===== src/rtl/mm2_load_resp.sv =====
// rtl/mm2_load_resp.sv - MM2 load-response wait, data alignment and writeback register
module mm2_load_resp (
    input  logic        clk,
    input  logic        rst_n,
    input  logic        flush,
    input  logic        mm2_valid,
    input  logic        mm2_mm_re,
    input  logic [1:0]  mm2_mm_access_sz,
    input  logic [1:0]  mm2_mm_addr_l,
    input  logic        mm2_ld_unsigned,
    input  logic [31:0] mm2_exe_out,
    input  logic [4:0]  mm2_reg_d,
    input  logic        mm2_reg_d_wen,
    input  logic [31:0] mm2_pc,
    input  logic        dm_rdata_valid,
    input  logic [31:0] dm_rdata,
    input  logic        wb_allowin,
    output logic        mm2_stall,
    output logic        wb_valid,
    output logic [4:0]  wb_reg_d,
    output logic        wb_reg_d_wen,
    output logic [31:0] wb_wdata,
    output logic [31:0] wb_pc
);

    typedef enum logic [1:0] {
        IDLE  = 2'd0,
        WAIT  = 2'd1,
        FULL  = 2'd2,
        DRAIN = 2'd3
    } state_t;

    state_t      state_q, state_d;
    logic [31:0] buf_q, buf_d;
    logic        wb_valid_q, wb_valid_d;
    logic [4:0]  wb_reg_d_q, wb_reg_d_d;
    logic        wb_reg_d_wen_q, wb_reg_d_wen_d;
    logic [31:0] wb_wdata_q, wb_wdata_d;
    logic [31:0] wb_pc_q, wb_pc_d;

    logic        out_free;
    logic        retire;
    logic [31:0] ld_src;
    logic [31:0] ret_data;

    // Select the addressed byte/half of a read word and extend it to 32 bits.
    function automatic logic [31:0] align_load(input logic [31:0] d,
                                               input logic [1:0]  sz,
                                               input logic [1:0]  addr_l,
                                               input logic        uns);
        logic [7:0]  b;
        logic [15:0] h;
        logic [31:0] r;
        case (addr_l)
            2'd0:    b = d[7:0];
            2'd1:    b = d[15:8];
            2'd2:    b = d[23:16];
            default: b = d[31:24];
        endcase
        // addr_l[0] is ignored for halves; misaligned halves never reach here.
        h = addr_l[1] ? d[31:16] : d[15:0];
        case (sz)
            2'b00:   r = {{24{~uns & b[7]}}, b};
            2'b01:   r = {{16{~uns & h[15]}}, h};
            default: r = d;
        endcase
        return r;
    endfunction

    // Result selection: buffered data in FULL, live response otherwise, ALU result for non-loads.
    always_comb begin
        out_free = ~wb_valid_q | wb_allowin;
        ld_src   = (state_q == FULL) ? buf_q : dm_rdata;
        ret_data = mm2_mm_re ? align_load(ld_src, mm2_mm_access_sz, mm2_mm_addr_l, mm2_ld_unsigned)
                             : mm2_exe_out;
    end

    // Response-tracking FSM: decides when the instruction retires and what happens to responses.
    always_comb begin
        state_d = state_q;
        buf_d   = buf_q;
        retire  = 1'b0;
        case (state_q)
            IDLE: begin
                if (mm2_valid) begin
                    if (!mm2_mm_re) begin
                        retire = ~flush & out_free;
                    end else if (dm_rdata_valid) begin
                        // A flushed load whose response is here simply drops it.
                        if (!flush) begin
                            if (out_free) begin
                                retire = 1'b1;
                            end else begin
                                buf_d   = dm_rdata;
                                state_d = FULL;
                            end
                        end
                    end else begin
                        state_d = flush ? DRAIN : WAIT;
                    end
                end
            end
            WAIT: begin
                if (dm_rdata_valid) begin
                    if (flush) begin
                        state_d = IDLE;
                    end else if (out_free) begin
                        retire  = 1'b1;
                        state_d = IDLE;
                    end else begin
                        buf_d   = dm_rdata;
                        state_d = FULL;
                    end
                end else if (flush) begin
                    state_d = DRAIN;
                end
            end
            FULL: begin
                if (flush) begin
                    state_d = IDLE;
                end else if (out_free) begin
                    retire  = 1'b1;
                    state_d = IDLE;
                end
            end
            DRAIN: begin
                // The orphaned response of the flushed load is swallowed here.
                if (dm_rdata_valid) begin
                    state_d = IDLE;
                end
            end
            default: state_d = IDLE;
        endcase
    end

    // Writeback bundle: load on retire, drop valid after a WB handshake.
    always_comb begin
        wb_valid_d     = wb_valid_q;
        wb_reg_d_d     = wb_reg_d_q;
        wb_reg_d_wen_d = wb_reg_d_wen_q;
        wb_wdata_d     = wb_wdata_q;
        wb_pc_d        = wb_pc_q;
        if (retire) begin
            wb_valid_d     = 1'b1;
            wb_reg_d_d     = mm2_reg_d;
            wb_reg_d_wen_d = mm2_reg_d_wen;
            wb_wdata_d     = ret_data;
            wb_pc_d        = mm2_pc;
        end else if (wb_allowin) begin
            wb_valid_d = 1'b0;
        end
    end

    // State, buffer and writeback registers.
    always_ff @(posedge clk or negedge rst_n) begin
        if (!rst_n) begin
            state_q        <= IDLE;
            buf_q          <= 32'd0;
            wb_valid_q     <= 1'b0;
            wb_reg_d_q     <= 5'd0;
            wb_reg_d_wen_q <= 1'b0;
            wb_wdata_q     <= 32'd0;
            wb_pc_q        <= 32'd0;
        end else begin
            state_q        <= state_d;
            buf_q          <= buf_d;
            wb_valid_q     <= wb_valid_d;
            wb_reg_d_q     <= wb_reg_d_d;
            wb_reg_d_wen_q <= wb_reg_d_wen_d;
            wb_wdata_q     <= wb_wdata_d;
            wb_pc_q        <= wb_pc_d;
        end
    end

    assign mm2_stall    = (mm2_valid & ~retire) | (state_q == DRAIN);
    assign wb_valid     = wb_valid_q;
    assign wb_reg_d     = wb_reg_d_q;
    assign wb_reg_d_wen = wb_reg_d_wen_q;
    assign wb_wdata     = wb_wdata_q;
    assign wb_pc        = wb_pc_q;

endmodule


===== config.mk =====
export PLATFORM = sky130hd
export DESIGN_NAME = mm2_load_resp
export DESIGN_NICKNAME = d
export VERILOG_FILES = /design/src/rtl/mm2_load_resp.sv
export SDC_FILE = /design/constraint.sdc
export NUM_CORES = 1
export LEC_CHECK = 0
export CAP_MARGIN = 5
export CORE_ASPECT_RATIO = 1.25
export CORE_MARGIN = 5
export CORE_UTILIZATION = 40
export CTS_BUF_LIST = sky130_fd_sc_hd__clkbuf_8
export DETAILED_ROUTE_END_ITERATION = 12
export GPL_TIMING_DRIVEN = 1
export HOLD_SLACK_MARGIN = 0.03
export PLACE_DENSITY_LB_ADDON = 0.15
export SYNTH_ARGS = -nofsm -noshare
export SYNTH_HDL_FRONTEND = slang
export SYNTH_SLANG_ARGS = --single-unit

===== constraint.sdc =====
create_clock -name clk -period 2.85 [get_ports clk]
set_clock_uncertainty 0.2 [all_clocks]
set_input_delay 0.57 -clock clk [delete_from_list [all_inputs] [get_ports clk]]
set_output_delay 0.57 -clock clk [all_outputs]
set_load 0.02 [all_outputs]

# Word level (Yosys, flattened, before mapping)
# Cells that the tools add are included.
# totals
output_inout_bits,72
reg_bits,105
wordCells,70
# op_classes
n_reduce_logical,7
n_eq_ne,13
bitwise_logic,10
n_mux,33
# op_table
cell,n
32-bit two-way mux,7
32-bit one-hot mux with 2 select lines,2
2-bit two-way mux,13
8-bit one-hot mux with 3 select lines,1
16-bit two-way mux,1
3-bit inequality test (second input constant),4
2-bit one-hot mux with 4 select lines,1
1-bit two-way mux,7
7-bit AND reduction,1
2-bit by 1-bit == test with 1-bit output (second input constant),3
2-bit == test (second input constant),3
2-bit logical NOT,3
2-bit inequality test (second input constant),3
1-bit AND,4
1-bit inverter,4
2-bit nonzero test,2
1-bit one-hot mux with 3 select lines,1
3-bit AND reduction,1
1-bit bitwise OR,2

# Logic depth before layout (Yosys ltp)
# Gate-level depths: netlist of the first run.
# logic_depth
depth_word,11
mapped_depth,9

# Worst setup path after synthesis of the first run
# OpenSTA, ideal clock, no wires.
# synth_path
path_kind,input to output
startpoint,input mm2_mm_re
endpoint,output mm2_stall
path_buffers,2
path_slack_ns,0.289
path_stages,6
arrival_ns,1.791
cell_sequence,clkbuf_1 > nor2b_1 > o21bai_1 > nand2_1 > clkbuf_1 > a22o_1
# synth_between
elab_chain_cells,6
# synth_lines
item,line,source
"start, declared",7,"input logic mm2_mm_re,"
1-bit two-way mux,86,if (!mm2_mm_re) begin
1-bit two-way mux,85,if (mm2_valid) begin
1-bit one-hot mux with 3 select lines,83,case (state_q)
1-bit inverter,175,assign mm2_stall = (mm2_valid & ~retire) | (state_q == DRAIN);
1-bit AND,175,
1-bit bitwise OR,175,
"end, declared",18,"output logic mm2_stall,"
# Every way passes these cells.

# Final worst setup path of the first run
# Same ends and word-level chain as after synthesis.

==> results of run 1 <==
-- layout by cell type (no fill, tap or decap), types with 7 or more instances in the layout --
master / n
sky130_fd_sc_hd__nor3b_1: 15
sky130_fd_sc_hd__mux2_2: 37
sky130_fd_sc_hd__o22ai_1: 7
sky130_fd_sc_hd__clkdlybuf4s50_1: 183
sky130_fd_sc_hd__nor3_1: 17
sky130_fd_sc_hd__nor2_1: 20
sky130_fd_sc_hd__nand3_1: 8
sky130_fd_sc_hd__nand2_1: 201
sky130_fd_sc_hd__clkbuf_8: 9
sky130_fd_sc_hd__nand2b_1: 11
sky130_fd_sc_hd__a221o_1: 14
sky130_fd_sc_hd__a211oi_2: 10
sky130_fd_sc_hd__dfrtp_1: 105
sky130_fd_sc_hd__mux4_2: 9
sky130_fd_sc_hd__a31oi_1: 14
sky130_fd_sc_hd__buf_4: 27
-- flip-flops by register name, summed over array words and instances, names as in the netlist --
name          cells
buf_q            32
state_q           2
wb_pc            32
wb_reg_d          5
wb_reg_d_wen      1
wb_valid          1
wb_wdata         32
-- cells in the mapped netlist, drive strengths merged (5+ instances only) --
| master | instances | area (um^2) |
|---|---|---|
| o22ai | 7 | 43.8 |
| clkbuf | 26 | 97.6 |
| mux2 | 39 | 439 |
| nand2b | 12 | 75.1 |
| nor3 | 18 | 95.1 |
| nand3 | 8 | 40.0 |
| a31oi | 15 | 100 |
| nand2 | 202 | 758 |
| nor3b | 15 | 113 |
| mux2i | 5 | 50.1 |
| dfrtp | 105 | 2630 |
| nor2 | 21 | 81.3 |
| a221o | 14 | 140 |
| mux4 | 9 | 203 |
| a211oi | 16 | 170 |
| buf | 13 | 80.1 |
-- per-stage QoR --
stage | setup slack [ns] | hold WS, ns | power [uW] | instances | instance area [um^2]
after floorplan | 0.289 | 0.0744 | 3130 | 549 | 5280
after global placement | -0.0719 | 0.258 | 4100 | 895 | 7430
after detailed placement | -0.160 | 0.261 | 4140 | 895 | 7430
after CTS | 0.149 | 0.286 | 5010 | 912 | 7620
after global routing | 0.116 | 0.300 | 5250 | 912 | 7620
final | 0.163 | 0.280 | 4960 | 912 | 7620
-- how the worst min path moves through the flow --
stage                      startpoint          end  cells past startpoint
after floorplan                 rst_n     buf_q[0]                      0
after global placement    wb_reg_d[1]  wb_reg_d[1]                      2
after detailed placement    wb_pc[12]    wb_pc[12]                      2
after CTS                   wb_pc[12]    wb_pc[12]                      2
after global routing        wb_pc[15]    wb_pc[15]                      2
final                       wb_pc[30]    wb_pc[30]                      2
-- repair_timing --
item	in CTS	in global routing
setup endpoints to repair	1	8
hold buffers	1	0
buffers inserted	0	0
gates resized for setup	1	1
pin swaps	0	0
hold endpoints to repair	33	0
-- area by class of cell --
| cell class | count | share of cell area, % |
|---|---|---|
| flip-flops and latches | 105 | 34.5 |
| inverters | 1 | 0.0493 |
| well taps | 171 | 2.81 |
| repair buffers | 215 | 27.7 |
| multi-input cells | 404 | 32.6 |
| clock inverters | 7 | 0.690 |
| clock buffers | 9 | 1.63 |
-- kinds of logic (layout without fill, tap and decap cells) --
kind of cell	count (synthesis)	count (layout)	synth area share [%]
and+or+nand+nor	285	285	23.1
muxes	53	53	13.1
buffers and inverters	40	232	3.44
DFF	105	105	49.8
AOI/OAI and AO/OA	66	66	10.5
-- power breakdown --
part | switching (uW) | internal (uW) | total, uW
combinational | 935 | 1020 | 1950
clock | 544 | 326 | 870
sequential | 241 | 1900 | 2140
-- critical path, cell delays in order --
cell	delay, ns
sky130_fd_sc_hd__clkdlybuf4s50_1	0.42
sky130_fd_sc_hd__nor2b_1	0.16
sky130_fd_sc_hd__o21bai_1	0.20
sky130_fd_sc_hd__nand2_2	0.08
sky130_fd_sc_hd__a22o_1	0.17
sky130_fd_sc_hd__dlygate4sd2_1	0.31
-- metal layers --
metal / GRT usage, % / share of wire [%] / vias up
met5: 0 / 0 / -
met2: 34.5 / 50 / 174
li1: - / - / 2261
met3: 2.88 / 6.3 / 21
met4: 7.47 / 1.9 / 0
met1: 26.6 / 42 / 2316
==> results.txt, run 1 <==
The antenna diode count is 0. The post-detailed-route DRC marker count is 0. The share of flip-flops with an asynchronous set or reset came out at 100%. The first global-routing pass estimated 25.6 mm of wire. The number of unique standard cell types used by synthesis came out at 41. In this run the worst setup path terminates at mm2_stall. The number of global-route vias before repair came out at 4849. The number of detailed-routing iterations run before antenna repair is 4.

The clock-pin slew reported for the worst setup and hold paths after clock tree synthesis came out at 0.09 ns. When the netlist entered floorplanning its net count stood at 663. The number of nets in the layout is 850. Counting flops with a built-in enable in the synthesized netlist gives 0. For this run, the register share of the synthesized area comes to 49.8%.

The area of the die came out at 0.0156 mm^2. The largest net degree at the start of global routing is 87. For this run, the total global-route usage over all layers was measured as 20.4%. The headroom to the max-slew limit is 40.9%. After floorplanning, the core was sized to cover 0.0131 mm^2.

The number of antenna violations at the first check in global routing is 0. The final clock period utilization by the worst path came out at 94.3%. The post-route setup TNS is 0 ns. The power density normalized to cell area came out at 651 mW/mm^2. The detail-routed via count per cell came out at 5.23. The share of the core filled with cells in the final layout came out at 58.1%. The row count came out at 47. The multi-input combinational cells in the finished layout cover a total of 0.00249 mm^2. VDD sags by at most 0.355 mV. The area used by sequential logic in the layout is 0.00263 mm^2.

The number of buffers between clock root and the deepest sink is 2. Once detailed placement completed, the half-perimeter wirelength came to 11.8 mm. The H-tree level count came out at 3.

The initial standard-cell utilization of the core came out at 40.2%. The number of inserted filler cells in the final layout came out at 1131. The initial DRC count came out at 272. The clock latency on the worst-skew pair is 0.38 ns. In this run the mean area of a mapped cell was 9.61 um^2. The destination of the worst register-to-register timing path is wb_wdata[3]. The critical path is of the in2out type. Setup repair after global routing left no endpoint under its margin. The routed layout has 4772 vias. The predominant post-synthesis flop cell is sky130_fd_sc_hd__dfrtp_1. The smallest clock period supported by the final layout is computed as 2.69 ns. At the worst endpoint, the required time is 2.08 ns. The register bit total from synthesis is 105.

The type of element launching the critical path is an input port. The area growth from synthesis to layout is 44.5%. The transition time at the pin with the least slew margin came out at 0.887 ns. The average routed wire per standard cell is 17.5 um. TritonCTS built the clock tree. STA classifies the critical path endpoint as an output port.

The flow ran to the end, and the final reports show no timing, DRC or antenna violations. The total number of yosys warnings came out at 0. The cell count after synthesis came out at 549. The number of cells on the worst reg-to-reg path is 5. The count of endpoints failing setup in the final report is 0. Pin placement for this block handled 186 I/O pins.

The cell sitting at the root of the clock tree is a sky130_fd_sc_hd__clkbuf_8. The max capacitance violation total is 0. The fraction of layout instances using a drive strength above 1 came out at 14.8%. The startpoint identified for the worst register-to-register timing path is state_q[1].

The final max-slew violation count came out at 0. The static leakage is 0.00335 uW. The worst hold path belongs to the class reg2reg.

The die boundary height is 138 um. The register-to-register setup slack came out at 0.30 ns. The count of buffers from port buffering is 185. The source of the critical timing path is mm2_mm_re. STA puts the critical path data arrival time at 1.92 ns. The number of endpoints with negative hold slack in the final report was 0.

The post-detailed-routing wire length is 16.0 mm. The maximum clock frequency is 372 MHz. The detail route stage leaves a number of antenna-violating nets equal to 0. Summed over all layers, the global routing overflow is 0. The TritonCTS buffer count came out at 9. The synthesized netlist occupies a cell area of 0.00528 mm^2. The maximum fanout along the worst path is 2. The TritonCTS sink count came out at 105. At the end of routability-driven placement, the weighted congestion stood at 0.856. Measured along the x axis, the die boundary spans 113 um.
Power figures use the tool's default switching activity.
==> run 2, diff against run 1 <==
--- a/config.mk
+++ b/config.mk
@@ -6,7 +6,6 @@
 export NUM_CORES = 1
 export LEC_CHECK = 0
 export CAP_MARGIN = 5
-export CORE_ASPECT_RATIO = 1.25
 export CORE_MARGIN = 5
 export CORE_UTILIZATION = 40
 export CTS_BUF_LIST = sky130_fd_sc_hd__clkbuf_8
==> results.txt, run 2 (same netlist as run 1, synthesis figures left out) <==
The slowest cell on the critical path is sky130_fd_sc_hd__clkdlybuf4s50_1. The area of the die is 0.0156 mm^2 (about the same). The time the worst path needs with I/O delays and setup is 2.69 ns (+0.00604 ns). The number of ports placed on the die boundary is 186 (unchanged). The max capacitance violation total came out at 0 (unchanged).

The number of nets still failing antenna checks after routing came to 0 (unchanged). The floorplan core area is 0.0131 mm^2 (-0.22%). The number of vias after detailed routing was 4608 (-3.4%). The maximum clock frequency is 371 MHz (-0.22%). The overall track demand over capacity in global routing was 20.4% (+0.036 points). The type of element launching the critical path is an input port. The count of buffers from port buffering is 185 (unchanged).

The peak ir drop on the vdd network came out at 0.300 mV (-15%). The number of endpoints with negative hold slack in the final report is 0 (unchanged). The number of global-route vias before repair came to 4955 (+2.2%). The clock latency on the worst-skew pair is 0.36 ns (-0.02 ns). The destination of the worst register-to-register timing path is wb_wdata[6]. The share of the core filled with cells in the final layout is 58.5% (+0.34 points). The H-tree level count is 3 (unchanged). The total congestion overflow after global routing came out at 0 (unchanged). The maximum fanout along the worst path came to 2 (unchanged). The number of buffers between clock root and the deepest sink is 2 (unchanged). The initial standard-cell utilization of the core is 40.3% (+0.088 points).

The data required time of the worst path was 2.08 ns (about the same). CTS placed an instance of sky130_fd_sc_hd__clkbuf_8 at the clock tree root. In the layout the commonest cells are sky130_fd_sc_hd__nand2_1 (201), sky130_fd_sc_hd__clkdlybuf4s50_1 (183), sky130_fd_sc_hd__dfrtp_1 (105). The largest net degree at the start of global routing is 87 (unchanged).

The weighted congestion at the end of routability-driven global placement is 0.883 (+3.1%). Setup repair after global routing left no endpoint under its margin. The transition time at the pin with the least slew margin is 0.892 ns (+0.00469 ns). The number of setup buffers added after CTS came to 0 (unchanged). The row count was 42 (-11%).

The critical path class is in2out. The arrival time at the worst endpoint came out at 1.92 ns (about the same). The number of nets in the layout came out at 845 (-0.59%).

STA classifies the critical path endpoint as an output port. The width of the chip came out at 125 um (+11%). The post-detailed-routing wire length came out at 16.0 mm (about the same). The post-route setup TNS came to 0 ns (unchanged).

The cts-stage hold buffer count was 0 (-1). Traced cell by cell, the critical path runs through clkdlybuf4s50_1 > nand2b_1 > o311a_1 > nand2_4 > a22o_1 > dlygate4sd2_1. TritonCTS built the clock tree.

The met2 usage in global routing is 33.6% (-0.84 points). The global routing met1 resource utilization is 27.2% (+0.65 points). The detail-routed via count per cell is 5.05 (-3.4%).

The count of endpoints failing setup in the final report is 0 (unchanged). The average routed wire per standard cell is 17.5 um (about the same). The detailed placer's ending HPWL came out at 11.7 mm (-0.61%). The initial DRC count came to 261 (-4.0%).

The final clock period utilization by the worst path came out at 94.5% (+0.21 points). The most common library cell in the layout ignoring fill and taps is sky130_fd_sc_hd__nand2_1. The depth of the worst register-to-register path came out at 6 (+1). The headroom to the max-slew limit came out at 40.5% (-0.31 points).

The startpoint of the most critical register-to-register path is state_q[0]. The die boundary height came out at 125 um (-9.8%). The fraction of layout instances using a drive strength above 1 is 14.4% (-0.42 points). The static leakage is 0.00336 uW (+0.29%). The TritonCTS sink count came out at 105 (unchanged). The number of antenna violations at the first check in global routing came out at 0 (unchanged). The final max-slew violation count came to 0 (unchanged). Among cell families on the critical path, the largest total delay comes from buffers and inverters.

The number of detailed-routing iterations run before antenna repair is 4 (unchanged). The run finished with clean final reports. The path class of the tightest hold or removal check is in2async. The first-pass GRT wire length came out at 26.0 mm (+1.9%). The clock-pin slew reported for the worst setup and hold paths after clock tree synthesis is 0.09 ns (about the same). The met3 track demand over resource came out at 4.89% (+2.0 points). The layout-stage area growth over the synthesis result is 45.0%.

The number of buffers and inverters on the critical path came out at 2 (unchanged). The TritonCTS buffer count came out at 9 (unchanged). The largest stage delay on the critical path came out at 0.45 ns (+0.03 ns). The power density normalized to cell area is 664 mW/mm^2 (+2.0%). The register-to-register setup slack came out at 0.33 ns (+0.03 ns). The busiest layer in global routing is met2. The number of inserted filler cells in the final layout came out at 1126 (-0.44%). The post-detailed-route DRC marker count is 0 (unchanged).
-- run 2: changes by cell type in the layout (fill, tap and decap cells not counted), sizes merged --
cell,change
clkinvlp,-1
clkbuf,+4
bufinv,+1
inv,-3
diode,+1
buf,-4
clkinv,-2
dlygate4sd3,-1
-- run 2: what timing repair did --
action / in CTS / in global routing
hold endpoints to repair: 0 / 0
pin swaps: 0 / 0
cloned: 0 / 0
endpoints found under the setup margin: 1 / 4
resized for setup: 2 / 1
-- run 2: worst max-delay path by stage --
stage / startpoint / end / cells after the start
after CTS: mm2_mm_addr_l[1] / wb_wdata[24] / 6
after floorplan: mm2_mm_re / mm2_stall / 6
final: wb_allowin / mm2_stall / 6
after global placement: mm2_mm_addr_l[1] / wb_wdata[31] / 6
after global routing: wb_allowin / mm2_stall / 6
after detailed placement: mm2_mm_addr_l[1] / wb_wdata[24] / 6
-- run 2: cell type report --
cell class	instances	area, um^2	share of cell area (%)
flip-flops and latches	105	2630	34.4
multi-input cells	404	2490	32.6
repair buffers	210	2090	27.3
well taps	176	220	2.88
clock buffers	13	179	2.34
clock inverters	2	35.0	0.458
inverters	1	3.75	0.0491
diodes	1	2.50	0.0327
-- run 2: per-layer routing --
metal	share of wire, %	up-vias
li1	-	2247
met1	44	2151
met2	47	196
met3	7.8	14
met4	1.0	0
met5	0	-
-- run 2: through the flow --
step | total power [uW] | worst slack, ns | cell area (um^2) | std cells | hold slack (ns)
2_1_floorplan | 3130 | 0.289 | 5280 | 549 | 0.0744
3_3_place_gp | 4100 | -0.156 | 7420 | 896 | 0.258
6_report | 5080 | 0.157 | 7650 | 912 | 0.0359
4_1_cts | 5130 | 0.142 | 7640 | 911 | 0.0641
3_5_place_dp | 4150 | -0.245 | 7420 | 896 | 0.262
5_1_grt | 5360 | 0.0998 | 7650 | 911 | 0.0847
-- run 2: worst register-to-register path: cells and delay by family, from the launching register on --
| kind | cells | cell delay (ns) |
|---|---|---|
| compound gates | 2 | 0.56 |
| mux | 1 | 0.54 |
| buf+inv | 1 | 0.23 |
| flops | 1 | 0.52 |
| simple gates | 2 | 0.36 |
-- run 2: where the power goes --
group          internal (uW)  switching (uW)  leakage (uW)  total [uW]
logic                   1010             932       0.00195        1950
registers               1900             253       0.00130        2150
clock network            497             485      0.000112         982
==> run 3, diff against run 2 <==
--- a/config.mk
+++ b/config.mk
@@ -13,6 +13,7 @@
 export GPL_TIMING_DRIVEN = 1
 export HOLD_SLACK_MARGIN = 0.03
 export PLACE_DENSITY_LB_ADDON = 0.15
+export SKIP_LAST_GASP = 1
 export SYNTH_ARGS = -nofsm -noshare
 export SYNTH_HDL_FRONTEND = slang
 export SYNTH_SLANG_ARGS = --single-unit
==> results of run 3 <==
Same layout as run 2: the final DEF is identical, and so are final timing and power.
